==> src/rtl/obi_rr_arbiter.sv <==
// Purpose: two-requester OBI round-robin arbiter onto one shared target port, in-order response routing.
// Latency: zero; grant is combinational through the block, responses routed in the rvalid cycle.
// Backpressure: shared request held off while MAX_OUTSTANDING responses pend; a stalled selection is locked until granted.
module obi_rr_arbiter #(
  parameter int MAX_OUTSTANDING = 2
) (
  input  logic        clk_i,
  input  logic        rst_ni,
  // requester 0
  input  logic        m0_req_i,
  output logic        m0_gnt_o,
  input  logic [31:0] m0_addr_i,
  input  logic        m0_we_i,
  input  logic [3:0]  m0_be_i,
  input  logic [31:0] m0_wdata_i,
  output logic        m0_rvalid_o,
  output logic [31:0] m0_rdata_o,
  // requester 1
  input  logic        m1_req_i,
  output logic        m1_gnt_o,
  input  logic [31:0] m1_addr_i,
  input  logic        m1_we_i,
  input  logic [3:0]  m1_be_i,
  input  logic [31:0] m1_wdata_i,
  output logic        m1_rvalid_o,
  output logic [31:0] m1_rdata_o,
  // shared target
  output logic        shr_req_o,
  input  logic        shr_gnt_i,
  output logic [31:0] shr_addr_o,
  output logic        shr_we_o,
  output logic [3:0]  shr_be_o,
  output logic [31:0] shr_wdata_o,
  input  logic        shr_rvalid_i,
  input  logic [31:0] shr_rdata_i,
  // protocol violation flag
  output logic        bad_state_o
);

  localparam int            PW       = (MAX_OUTSTANDING > 1) ? $clog2(MAX_OUTSTANDING) : 1;
  localparam logic [2:0]    MAX_CNT  = 3'(MAX_OUTSTANDING);
  localparam logic [PW-1:0] LAST_PTR = PW'(MAX_OUTSTANDING - 1);

  logic                       last_q;
  logic                       lock_q;
  logic                       lock_sel_q;
  logic [MAX_OUTSTANDING-1:0] fifo_q;
  logic [PW-1:0]              wptr_q;
  logic [PW-1:0]              rptr_q;
  logic [2:0]                 count_q;
  logic                       bad_state_q;

  logic sel;
  logic sel_req;
  logic full;
  logic nonempty;
  logic push;
  logic pop;
  logic head;

  // Requester selection: a stalled selection wins, then a lone requester, then round-robin on a tie.
  always_comb begin
    sel = 1'b0;
    if (lock_q) begin
      sel = lock_sel_q;
    end else if (m0_req_i && !m1_req_i) begin
      sel = 1'b0;
    end else if (m1_req_i && !m0_req_i) begin
      sel = 1'b1;
    end else if (m0_req_i && m1_req_i) begin
      sel = ~last_q;
    end
  end

  assign sel_req   = sel ? m1_req_i : m0_req_i;
  assign full      = (count_q == MAX_CNT);
  assign nonempty  = (count_q != 3'd0);
  // Full blocks the request even in a pop cycle: the slot frees only after the edge.
  assign shr_req_o = sel_req && !full;
  assign push      = shr_req_o && shr_gnt_i;
  assign pop       = shr_rvalid_i && nonempty;
  assign head      = fifo_q[rptr_q];

  assign shr_addr_o  = sel ? m1_addr_i  : m0_addr_i;
  assign shr_we_o    = sel ? m1_we_i    : m0_we_i;
  assign shr_be_o    = sel ? m1_be_i    : m0_be_i;
  assign shr_wdata_o = sel ? m1_wdata_i : m0_wdata_i;

  assign m0_gnt_o = push && !sel;
  assign m1_gnt_o = push &&  sel;

  assign m0_rvalid_o = pop && !head;
  assign m1_rvalid_o = pop &&  head;
  assign m0_rdata_o  = shr_rdata_i;
  assign m1_rdata_o  = shr_rdata_i;

  assign bad_state_o = bad_state_q;

  // Arbitration history and the no-retract lock on a stalled shared request.
  always_ff @(posedge clk_i or negedge rst_ni) begin
    if (!rst_ni) begin
      last_q     <= 1'b1;
      lock_q     <= 1'b0;
      lock_sel_q <= 1'b0;
    end else if (push) begin
      last_q <= sel;
      lock_q <= 1'b0;
    end else if (shr_req_o && !shr_gnt_i) begin
      lock_q     <= 1'b1;
      lock_sel_q <= sel;
    end
  end

  // Response-ID FIFO: records which requester owns each outstanding transfer.
  always_ff @(posedge clk_i or negedge rst_ni) begin
    if (!rst_ni) begin
      fifo_q <= '0;
      wptr_q <= '0;
      rptr_q <= '0;
    end else begin
      if (push) begin
        fifo_q[wptr_q] <= sel;
        wptr_q         <= (wptr_q == LAST_PTR) ? '0 : wptr_q + 1'b1;
      end
      if (pop) begin
        rptr_q <= (rptr_q == LAST_PTR) ? '0 : rptr_q + 1'b1;
      end
    end
  end

  // Outstanding count; simultaneous push and pop leaves it unchanged.
  always_ff @(posedge clk_i or negedge rst_ni) begin
    if (!rst_ni) begin
      count_q <= 3'd0;
    end else begin
      case ({push, pop})
        2'b10:   count_q <= count_q + 3'd1;
        2'b01:   count_q <= count_q - 3'd1;
        default: count_q <= count_q;
      endcase
    end
  end

  // Flag a response that arrives with nothing outstanding.
  always_ff @(posedge clk_i or negedge rst_ni) begin
    if (!rst_ni) begin
      bad_state_q <= 1'b0;
    end else begin
      bad_state_q <= shr_rvalid_i && !nonempty;
    end
  end

endmodule

==> config.mk <==
export PLATFORM = sky130hd
export DESIGN_NAME = obi_rr_arbiter
export DESIGN_NICKNAME = d
export VERILOG_FILES = /design/src/rtl/obi_rr_arbiter.sv
export SDC_FILE = /design/constraint.sdc
export NUM_CORES = 1
export LEC_CHECK = 0
export ABC_CLOCK_PERIOD_IN_PS = 5800
export BUFFER_PORTS_ARGS = -buffer_cell sky130_fd_sc_hd__buf_2
export CELL_PAD_IN_SITES_DETAIL_PLACEMENT = 1
export CELL_PAD_IN_SITES_GLOBAL_PLACEMENT = 1
export CORE_AREA = 2 2 122 124
export CTS_CLUSTER_DIAMETER = 60
export DETAILED_ROUTE_END_ITERATION = 8
export DIE_AREA = 0 0 124 126
export PLACE_DENSITY_LB_ADDON = 0.08
export SYNTH_ARGS = -nofsm -noshare
export SYNTH_HDL_FRONTEND = slang
export SYNTH_SLANG_ARGS = --single-unit
export TNS_END_PERCENT = 100
==> constraint.sdc <==
create_clock -name clk_i -period 5.8 [get_ports clk_i]
set_input_delay 0.58 -clock clk_i [delete_from_list [all_inputs] [get_ports clk_i]]
set_output_delay 0.58 -clock clk_i [all_outputs]
set_load 0.05 [all_outputs]
# Word level (Yosys, flattened, before mapping)
# Index checks and enable logic that the tools add are counted.
[totals]
ram_bits = 0
input_bits = 176
latch_bits = 0
romBits = 0
regBits = 11
mem_count = 0
[classes]
n_mux = 19
bitwise = 2
n_mul = 0
n_reduce_logical = 24
order_cmp = 3
eq_ne = 3
shift = 0
add_sub_neg = 4
div_mod_pow = 0
[op_table]
columns = ["operator", "count"]
rows = [
  ["32-bit two-way mux", 2],
  ["1-bit logical AND", 13],
  ["1-bit two-way mux", 13],
  ["1-bit zero test", 7],
  ["3-bit case mux with 2 select lines", 1],
  ["1-bit by 2-bit < comparator with 1-bit output, second input constant", 2],
  ["4-bit two-way mux", 1],
  ["2-bit nonzero test", 2],
  ["3-bit by 1-bit adder with 3-bit output, second input constant", 1],
  ["3-bit by 2-bit == test with 1-bit output, second input constant", 1],
  ["3-bit nonzero test", 1],
  ["3-bit by 1-bit subtractor with 3-bit output, second input constant", 1],
  ["1-bit adder, second input constant", 2],
  ["2-bit bitwise mux", 1],
  ["2-bit by 1-bit == test with 1-bit output, second input constant", 1],
  ["2-bit == test, second input constant", 1],
  ["1-bit inverter", 2],
  ["2-bit AND reduction", 1],
  ["1-bit demux with 1-bit select", 1],
  ["1-bit greater-or-equal comparator, second input constant", 1],
]

# Logic depth before layout (Yosys ltp)
# Gate-level depths: netlist of run 1.
[depth]
ltp_word = 10
depth_mapped = 8
mapped_depth_nobuf = 8

# Worst setup path after synthesis of run 1
# OpenSTA, ideal clock, no wires.
[synth_path]
path_type = "input -> output"
start = "input port m0_req_i"
end = "output port m0_gnt_o"
arrival_ns = 1.697
path_stages = 3
n_path_buf = 0
path_slack_ns = 3.523
t_required_ns = 5.220
cell_sequence = "a21boi_2 -> o2111ai_4 -> nor2_1"
[synth_between]
elab_chain_len = 9
word_cells_on_any_way = 13
[synth_rtl]
columns = ["element", "line", "rtl"]
rows = [
  ["from (decl)", "10", "input logic m0_req_i,"],
  ["1-bit logical AND or 1-bit zero test (tied branches)", "70, 68", ""],
  ["1-bit two-way mux or 1-bit logical AND (tied branches)", "70, 68", ""],
  ["1-bit two-way mux", "68", "end else if (m1_req_i && !m0_req_i) begin"],
  ["1-bit two-way mux", "66", "end else if (m0_req_i && !m1_req_i) begin"],
  ["1-bit two-way mux", "64", "if (lock_q) begin"],
  ["1-bit two-way mux", "75", "assign sel_req = sel ? m1_req_i : m0_req_i;"],
  ["1-bit logical AND", "79", "assign shr_req_o = sel_req && !full;"],
  ["1-bit logical AND", "80", "assign push = shr_req_o && shr_gnt_i;"],
  ["1-bit logical AND (*)", "89", "assign m0_gnt_o = push && !sel;"],
  ["to (decl)", "11", "output logic m0_gnt_o,"],
]
# Every way passes the cells marked *; elsewhere a longest branch is shown, timed or not.

# Worst setup path after layout of run 1
[layout_path]
start = "input port m1_req_i"
end = "output port shr_wdata_o[5]"
[layout_between]
elab_chain_len = 6
word_cells_on_any_way = 9
[layout_rtl]
columns = ["element", "line", "rtl"]
rows = [
  ["from (decl)", "19", "input logic m1_req_i,"],
  ["1-bit logical AND", "70", "end else if (m0_req_i && m1_req_i) begin"],
  ["1-bit two-way mux", "70", ""],
  ["1-bit two-way mux", "68", ""],
  ["1-bit two-way mux (*)", "66", ""],
  ["1-bit two-way mux (*)", "64", ""],
  ["32-bit two-way mux (*)", "87", "assign shr_wdata_o = sel ? m1_wdata_i : m0_wdata_i;"],
  ["to (decl)", "33", "output logic [31:0] shr_wdata_o,"],
]
# Marked as above.

==> results of run 1 <==
## Yosys cell counts (all sizes together)
library cell	number	share of area [%]
dfstp	1	1.3
o31ai	1	0.38
dfrtp	10	13
nand2	1	0.19
o21a	1	0.38
nor2b	3	1.1
a22oi	1	1.1
fa	1	1.0
nor4b	1	0.44
o211a	1	0.51
ha	1	0.63
mux2	73	42
a22o	1	0.51
inv	5	0.95
buf	71	28
xnor2	3	1.3
o2111ai	4	2.7
nor2	4	0.76
mux2i	2	1.0
or3b	2	1.0
a21boi	1	0.57
xor2	2	0.89
and2	1	0.32
## power by group
part,switching (W),leakage [nW],total [W],internal [W]
combinational,0.000921,1.30,0.00135,0.000429
clock,0.0000320,0.0382,0.000124,0.0000921
sequential,0.0000402,0.132,0.000156,0.000116
total,0.000993,1.47,0.00163,0.000638
## through the flow
stage	instance area [µm²]	instances	utilization, %	setup slack (ps)	hold WS [ps]
after global placement	2740	523	19.2	2440	474
after floorplan	1970	191	-	3520	284
after CTS	2820	527	19.7	2430	221
after global routing	2820	527	19.7	2320	230
final	2820	527	19.7	2530	212
after detailed placement	2740	523	19.2	2450	472
## cell families after synthesis
logic type      after synthesis  synth area share, %
xor+xnor                      5                 2.22
flops                        11                 14.0
mux                          75                 42.9
fa+ha+maj                     2                 1.65
buf+inv                      76                 29.3
compound gates               10                 6.09
simple gates                 12                 3.81
## final timing paths
check / start / endpoint / depth (start not counted) / slack, ps
max in group asynchronous: rst_ni / last_q / 1 / 5320
setup reg to reg: count_q[0] / count_q[2] / 8 / 3420
min in group clk_i: rptr_q / rptr_q / 1 / 500
hold / removal: rst_ni / bad_state_o / 1 / 210
setup / recovery: m1_req_i / shr_wdata_o[5] / 6 / 2530
hold reg to reg: rptr_q / rptr_q / 1 / 500
## layout by cell type (no fill, tap or decap)
cell type	synthesis	layout
nand2_1	1	1
nor2b_2	1	1
a22oi_4	1	1
mux2_2	71	71
inv_1	5	5
mux2i_1	2	2
o21a_1	1	1
xor2_1	2	2
a21boi_2	1	1
dfrtp_1	10	10
o31ai_1	1	1
fa_1	1	1
mux2_4	1	1
buf_2	0	218
o2111ai_4	1	1
nor2b_1	2	2
o2111ai_1	3	3
and2_1	1	1
or3b_4	1	1
dfstp_2	1	1
clkbuf_16	0	3
ha_1	1	1
or3b_2	1	1
o211a_1	1	1
nor4b_1	1	1
clkbuf_1	0	1
mux2_1	1	1
xnor2_1	3	3
a22o_2	1	1
buf_4	64	1
nor2_1	4	4
## area by class of cell
cell class | instances | area, µm² | share of cell area (%)
well taps | 184 | 230 | 8.16
repair buffers | 219 | 1100 | 39.0
flip-flops and latches | 11 | 277 | 9.80
multi-input cells | 104 | 1120 | 39.6
clock buffers | 4 | 78.8 | 2.80
inverters | 5 | 18.8 | 0.665
## registers in the layout, indices dropped and copies added, names as in the netlist
| signal | cells |
|---|---|
| last_q | 1 |
| count_q | 3 |
| lock_q | 1 |
| fifo_q | 2 |
| wptr_q | 1 |
| lock_sel_q | 1 |
| bad_state_o | 1 |
| rptr_q | 1 |
## worst max-delay path: cells and delay by family
| family | cells | cell delay [ps] |
|---|---|---|
| AO/OA/AOI/OAI | 1 | 440 |
| buffers and inverters | 3 | 1010 |
| multiplexers | 1 | 410 |
| AND/OR/NAND/NOR | 1 | 180 |
## layer usage
layer / GRT usage [%] / vias up
met5: 0 / -
met4: 1.92 / 0
met3: 2.99 / 17
met2: 17.8 / 126
met1: 9.33 / 862
li1: - / 910
==> results.sh, run 1 <==
export IMPL_synthCells=191
export IMPL_drc=0
export IMPL_yosysWarnings=0
export IMPL_dr_pass1_iters=4
export IMPL_num_fill_cells=1765
export IMPL_status="completed"
export IMPL_avgSynthCellArea_um2=10.3
export IMPL_nets=522
export IMPL_clkTransAtPathRegs_ps=40
export IMPL_maxCapViolCount=0
export IMPL_die_area_um2=15600
export IMPL_synth_seq_cells=11
export IMPL_clkLatencyLatePin_ps=230
export IMPL_top_layer_used="met4"
export IMPL_slew_violations=0
export IMPL_path_class="in -> out"
export IMPL_peakVddDrop_mv=0.134
export IMPL_die_x_um=124
export IMPL_wl_met2_mm=4.19
export IMPL_p_total_w=0.00163
export IMPL_critical_path_arrival_ps=2690
export IMPL_post_drt_wl_per_cell_um=15.1
export IMPL_worst_path_most_repeated_cell="buf_2"
export IMPL_netlist_cell_type_count=29
export IMPL_tightestPinTransition_ps=712
export IMPL_grt_use_total_pct=9.17
export IMPL_dr_wl_met3_um=998
export IMPL_viasPerCell=3.63
export IMPL_syn_area_um2=1970
export IMPL_post_cts_buffers=0
export IMPL_grt_ovfl_total=0
export IMPL_routed_wl_mm=7.93
export IMPL_place_gp_congestion=0.715
export IMPL_wl_met1_mm=2.67
export IMPL_clock_sinks=11
export IMPL_ys_seq_area_share_pct=14.0
export IMPL_fp_dieH_um=126
export IMPL_slew_headroom_pct=52.5
export IMPL_syn2layout_area_growth_pct=43.0
export IMPL_fin_crit_ps=3270
export IMPL_ctsResizeCount=0
export IMPL_leakage_nw=1.47
export IMPL_cts_root_buf="clkbuf_16"
export IMPL_max_freq_mhz=306
export IMPL_cts_tree="built"
export IMPL_diodes=0
export IMPL_vias=1915
export IMPL_hp_class="in -> async"
export IMPL_fin_setup_tns_ps=0
export IMPL_power_density_nw_per_um2=578
export IMPL_grt_pass1_wl_mm=11.0
export IMPL_cp_slowest_stage_delay_ps=660
export IMPL_post_route_period_util_pct=56.4
export IMPL_htreeDepth=1
export IMPL_postCtsHoldBufs=0
export IMPL_cp_cell_sequence="buf_2 > nor2b_2 > a22oi_4 > buf_4 > mux2_2 > buf_2"
export IMPL_worstPathMaxFanout=55
export IMPL_finClkSkew_ps=0.700
export IMPL_synth_fp_nets=369
export IMPL_num_io_pins=315
export IMPL_numPortBuffers=218
export IMPL_setup_viol=0
export IMPL_hold_viol_final=0
export IMPL_crit_slowest_cell="buf_4"
export IMPL_ant_nets=0
export IMPL_dp_hpwl_mm=6.98
export IMPL_fp_coreArea_um2=14300
export IMPL_worstPathRequired_ps=5220
export IMPL_antenna_found_initial=0
export IMPL_drt_iter0_markers=34
export IMPL_rows=44
export IMPL_cts_buffers=3
export IMPL_clock_path_buffers=2
export IMPL_end_kind="output port"
export IMPL_grt_setup_unrepaired="false"
export IMPL_worst_setup_path_start_kind="input pin"
export IMPL_grt_start_max_net_pins=56
export IMPL_start_util_pct=13.8
export IMPL_drive_above_1_share_pct=88.0
export IMPL_grt_pass1_vias=2056
Note: power is estimated with default switching activity, not from simulation.
==> run 2: changes to the inputs <==
--- a/config.mk
+++ b/config.mk
@@ -5,14 +5,14 @@
 export SDC_FILE = /design/constraint.sdc
 export NUM_CORES = 1
 export LEC_CHECK = 0
-export ABC_CLOCK_PERIOD_IN_PS = 5800
+export ABC_CLOCK_PERIOD_IN_PS = 3000
 export BUFFER_PORTS_ARGS = -buffer_cell sky130_fd_sc_hd__buf_2
 export CELL_PAD_IN_SITES_DETAIL_PLACEMENT = 1
 export CELL_PAD_IN_SITES_GLOBAL_PLACEMENT = 1
-export CORE_AREA = 2 2 122 124
+export CORE_AREA = 2 2 121 123
 export CTS_CLUSTER_DIAMETER = 60
 export DETAILED_ROUTE_END_ITERATION = 8
-export DIE_AREA = 0 0 124 126
+export DIE_AREA = 0 0 123 125
 export PLACE_DENSITY_LB_ADDON = 0.08
 export SYNTH_ARGS = -nofsm -noshare
 export SYNTH_HDL_FRONTEND = slang
==> constraint.sdc (replaced) <==
create_clock -name clk_i -period 3 [get_ports clk_i]
set_input_delay 0.3 -clock clk_i [delete_from_list [all_inputs] [get_ports clk_i]]
set_output_delay 0.3 -clock clk_i [all_outputs]
set_load 0.05 [all_outputs]
==> results.sh, run 2 (same netlist as run 1, synthesis figures left out) <==
export IMPL_place_area_um2=2750
export IMPL_grt_use_total_pct=9.78
export IMPL_final_common_cell="buf_2"
export IMPL_drc=0
export IMPL_hold_start="shr_rvalid_i"
export IMPL_maxCapViolCount=0
export IMPL_regArea_um2=277
export IMPL_dp_hpwl_mm=7.07
export IMPL_hp_class="in -> reg"
export IMPL_top_regs="count_q: 3 flops, fifo_q: 2 flops"
export IMPL_worst_setup_path_start_kind="flip-flop"
export IMPL_setup_viol=0
export IMPL_antenna_found_initial=1
export IMPL_hold_viol_final=0
export IMPL_p_total_w=0.00318
export IMPL_ctsResizeCount=0
export IMPL_rr_endpoint="count_q[2]"
export IMPL_viasPerCell=3.70
export IMPL_die_area_um2=15400
export IMPL_grt_ovfl_total=0
export IMPL_slew_headroom_pct=59.4
export IMPL_worstPathMaxFanout=45
export IMPL_min_path_cells=2
export IMPL_htreeDepth=1
export IMPL_final_area_um2=2840
export IMPL_regMostFlops="count_q"
export IMPL_clock_sinks=11
export IMPL_numPortBuffers=218
export IMPL_fin_util_pct=20.0
export IMPL_start_util_pct=13.9
export IMPL_drive_above_1_share_pct=87.8
export IMPL_fp_coreArea_um2=14200
export IMPL_tightestPinTransition_ps=604
export IMPL_top_layer_used="met4"
export IMPL_post_route_period_util_pct=83.4
export IMPL_nets=524
export IMPL_critical_path_arrival_ps=2200
export IMPL_dr_pass1_iters=2
export IMPL_dr_wl_met3_um=965
export IMPL_cts_tree="built"
export IMPL_post_drt_wl_per_cell_um=15.4
export IMPL_ant_nets=0
export IMPL_clock_path_buffers=2
export IMPL_place_gp_congestion=0.739
export IMPL_cts_buffers=3
export IMPL_grt_pass1_wl_mm=11.5
export IMPL_drt_iter0_markers=43
export IMPL_r2r_setup_slack_ps=660
export IMPL_wl_met1_mm=3.11
export IMPL_vias=1955
export IMPL_syn2layout_area_growth_pct=43.9
export IMPL_leakage_nw=1.48
export IMPL_wl_met2_mm=4.02
export IMPL_die_x_um=123
export IMPL_grt_start_max_net_pins=46
export IMPL_worstPathRequired_ps=2700
export IMPL_end_kind="output port"
export IMPL_routed_wl_mm=8.15
export IMPL_largest_reg_flops=3
export IMPL_max_freq_mhz=400
export IMPL_fp_dieH_um=125
export IMPL_multi_input_area_um2=1120
export IMPL_holdPathEnd="bad_state_o"
export IMPL_rows=44
export IMPL_num_fill_cells=1753
export IMPL_most_common_layout_cells="buf_2, mux2_2, dfrtp_1, inv_1, nor2_1"
export IMPL_peakVddDrop_mv=0.344
export IMPL_clkLatencyLatePin_ps=240
export IMPL_finClkSkew_ps=6.24
export IMPL_fin_setup_tns_ps=0
export IMPL_slew_violations=0
export IMPL_status="completed"
export IMPL_r2r_start="count_q[2]"
export IMPL_fin_crit_ps=2500
export IMPL_clkTransAtPathRegs_ps=50
export IMPL_cts_root_buf="clkbuf_16"
export IMPL_diodes=0
export IMPL_num_io_pins=315
export IMPL_path_class="reg -> out"
export IMPL_grt_setup_unrepaired="false"
export IMPL_power_density_nw_per_um2=1120
export IMPL_grt_pass1_vias=1965
export IMPL_rr_worst_depth=8
run 2: changes by cell type in the layout (fill, tap and decap cells not counted), sizes merged:
cell         before  now
dlygate4sd3       0    1
buf             219  220
run 2: worst max path at each step:
stage / from / slack, ps / endpoint / depth (start not counted)
after global routing: last_q / 360 / shr_wdata_o[2] / 5
after CTS: last_q / 460 / shr_wdata_o[19] / 5
after global placement: count_q[2] / 690 / count_q[2] / 8
after floorplan: count_q[2] / 830 / count_q[2] / 8
final: last_q / 500 / shr_wdata_o[19] / 5
after detailed placement: count_q[2] / 660 / count_q[2] / 8
run 2: layout make-up:
cell class / instances / area share, %
Clock buffer: 4 / 2.78
Multi-Input combinational cell: 104 / 39.4
Timing Repair Buffer: 221 / 39.3
Inverter: 5 / 0.661
Tap cell: 184 / 8.11
Sequential cell: 11 / 9.74
run 2: report_power, final:
part | internal [W] | switching [W] | leakage (nW) | total [W]
sequential | 0.000225 | 0.0000730 | 0.132 | 0.000298
combinational | 0.000838 | 0.00180 | 1.31 | 0.00264
clock | 0.000179 | 0.0000717 | 0.0382 | 0.000251
run 2: through the flow:
stage                     hold slack (ps)  instances  setup slack (ps)
after floorplan                      4.41        191               830
after global placement                205        524               691
after detailed placement              199        524               656
after CTS                             354        529               462
after global routing                  352        529               361
final                                 352        529               497
run 2: per-layer routing:
metal | vias to the layer above | track usage, %
met5 | - | 0
met4 | 0 | 1.54
met3 | 13 | 3.28
met2 | 140 | 17.7
met1 | 891 | 11.2
li1 | 911 | -
run 2: repair_timing:
| item | CTS | global route |
|---|---|---|
| hold buffers | 1 | 0 |
| endpoints found under the hold margin | 10 | 0 |
| setup buffers | 0 | 0 |
run 2: critical path: stages (launching register included):
cell and delay, ps:
dfstp_2 530, nand2_1 90, a22oi_4 160, buf_4 500
mux2_2 410, buf_2 220
==> run 3: changes to the inputs <==
--- a/config.mk
+++ b/config.mk
@@ -5,7 +5,7 @@
 export SDC_FILE = /design/constraint.sdc
 export NUM_CORES = 1
 export LEC_CHECK = 0
-export ABC_CLOCK_PERIOD_IN_PS = 3000
+export ABC_CLOCK_PERIOD_IN_PS = 2300
 export BUFFER_PORTS_ARGS = -buffer_cell sky130_fd_sc_hd__buf_2
 export CELL_PAD_IN_SITES_DETAIL_PLACEMENT = 1
 export CELL_PAD_IN_SITES_GLOBAL_PLACEMENT = 1
==> constraint.sdc (replaced) <==
create_clock -name clk_i -period 2.3 [get_ports clk_i]
set_input_delay 0.23 -clock clk_i [delete_from_list [all_inputs] [get_ports clk_i]]
set_output_delay 0.23 -clock clk_i [all_outputs]
set_load 0.05 [all_outputs]
==> results.sh, run 3 (same netlist as run 1, synthesis figures left out) <==
export IMPL_grt_use_total_pct=9.59
export IMPL_p_total_w=0.00427
export IMPL_rr_worst_depth=8
export IMPL_fin_crit_ps=2200
export IMPL_drt_iter0_markers=28
export IMPL_critical_path_arrival_ps=1970
export IMPL_r2r_start="count_q[1]"
export IMPL_worstPathMaxFanout=45
export IMPL_status="completed"
export IMPL_max_freq_mhz=455
export IMPL_most_common_layout_cells="buf_2, mux2_2, dfrtp_1, buf_4, inv_1"
export IMPL_grt_ovfl_total=0
export IMPL_routed_wl_mm=8.09
export IMPL_path_class="reg -> out"
export IMPL_leakage_nw=1.52
export IMPL_grt_pass1_wl_mm=11.3
export IMPL_num_fill_cells=1741
export IMPL_place_area_um2=2810
export IMPL_end_kind="output port"
export IMPL_drc=0
export IMPL_dr_pass1_iters=3
export IMPL_numPortBuffers=218
export IMPL_die_area_um2=15400
export IMPL_rr_endpoint="count_q[2]"
export IMPL_top_regs="count_q: 3 flops, fifo_q: 2 flops"
export IMPL_wl_met1_mm=3.02
export IMPL_dr_wl_met3_um=947
export IMPL_drive_above_1_share_pct=88.0
export IMPL_final_common_cell="buf_2"
export IMPL_viasPerCell=3.67
export IMPL_place_gp_congestion=0.684
export IMPL_nets=530
export IMPL_wl_met2_mm=4.01
export IMPL_crit_start="last_q"
export IMPL_post_drt_wl_per_cell_um=15.1
export IMPL_fp_dieH_um=125
export IMPL_top_layer_used="met4"
export IMPL_rows=44
export IMPL_hold_viol_final=0
export IMPL_cts_root_buf="clkbuf_16"
export IMPL_clkLatencyLatePin_ps=240
export IMPL_finClkSkew_ps=1.02
export IMPL_peakVddDrop_mv=0.608
export IMPL_setup_viol=0
export IMPL_worst_setup_path_start_kind="flip-flop"
export IMPL_final_area_um2=2900
export IMPL_ant_nets=0
export IMPL_syn2layout_area_growth_pct=47.1
export IMPL_regMostFlops="count_q"
export IMPL_htreeDepth=1
export IMPL_antenna_found_initial=0
export IMPL_clkTransAtPathRegs_ps=40
export IMPL_grt_pass1_vias=2023
export IMPL_regArea_um2=277
export IMPL_slew_violations=0
export IMPL_die_x_um=123
export IMPL_cts_tree="built"
export IMPL_cts_buffers=3
export IMPL_multi_input_area_um2=1120
export IMPL_slew_headroom_pct=79.2
export IMPL_start_util_pct=13.9
export IMPL_r2r_setup_slack_ps=250
export IMPL_clock_sinks=11
export IMPL_num_io_pins=315
export IMPL_power_density_nw_per_um2=1470
export IMPL_diodes=0
export IMPL_grt_setup_unrepaired="false"
export IMPL_fp_coreArea_um2=14200
export IMPL_grt_start_max_net_pins=46
export IMPL_post_route_period_util_pct=95.6
export IMPL_fin_setup_tns_ps=0
export IMPL_largest_reg_flops=3
export IMPL_tightestPinTransition_ps=311
export IMPL_vias=1964
export IMPL_maxCapViolCount=0
export IMPL_worstPathRequired_ps=2070
export IMPL_crit_path_end="shr_wdata_o[8]"
export IMPL_hp_class="in -> reg"
export IMPL_dp_hpwl_mm=6.95
export IMPL_clock_path_buffers=2
## run 3: changes by cell type in the layout (fill, tap and decap cells not counted), sizes merged
| cell | previous run | this run |
|---|---|---|
| buf | 220 | 226 |
## run 3: per-stage QoR
stage,hold slack [ps],utilization [%],cells,setup slack (ps)
finish,275,20.4,535,101
global route,276,20.4,535,11.4
CTS,271,20.4,535,9.87
detailed placement,131,19.8,530,120
global placement,134,19.8,530,137
floorplan,-65.6,-,191,130
## run 3: repair_timing
item                                    CTS  global route
buffers inserted                          0             0
endpoints found under the setup margin    0            25
resized for setup                         0             2
hold buffers                              1             0
endpoints found under the hold margin    10             0
## run 3: worst min path at each step
stage / startpoint / endpoint / cells past startpoint
floorplan: rst_ni / bad_state_o / 0
CTS: shr_rvalid_i / bad_state_o / 2
global route: shr_rvalid_i / bad_state_o / 2
global placement: rst_ni / bad_state_o / 1
finish: shr_rvalid_i / bad_state_o / 2
detailed placement: rst_ni / bad_state_o / 1
## run 3: power by group
part,internal (W),switching (W)
combinational,0.00119,0.00242
clock,0.000233,0.0000880
sequential,0.000293,0.0000527
total,0.00171,0.00256
## run 3: cell type report
cell class / instances / area share (%)
clock buffer: 4 / 2.72
multi-input combinational: 104 / 38.6
sequential: 11 / 9.53
tap: 184 / 7.93
timing repair buffer: 227 / 40.6
inverter: 5 / 0.647
## run 3: routing by layer
metal	vias to the layer above	track usage, %
met4	0	2.14
met3	13	3.06
li1	921	-
met5	-	0
met1	885	10.8
met2	145	17.4
## run 3: worst max-delay path: stages (launching register included)
cell	delay, ps
dfstp_2	520
nand2_1	90
a22oi_4	210
buf_12	270
mux2_2	390
buf_2	220
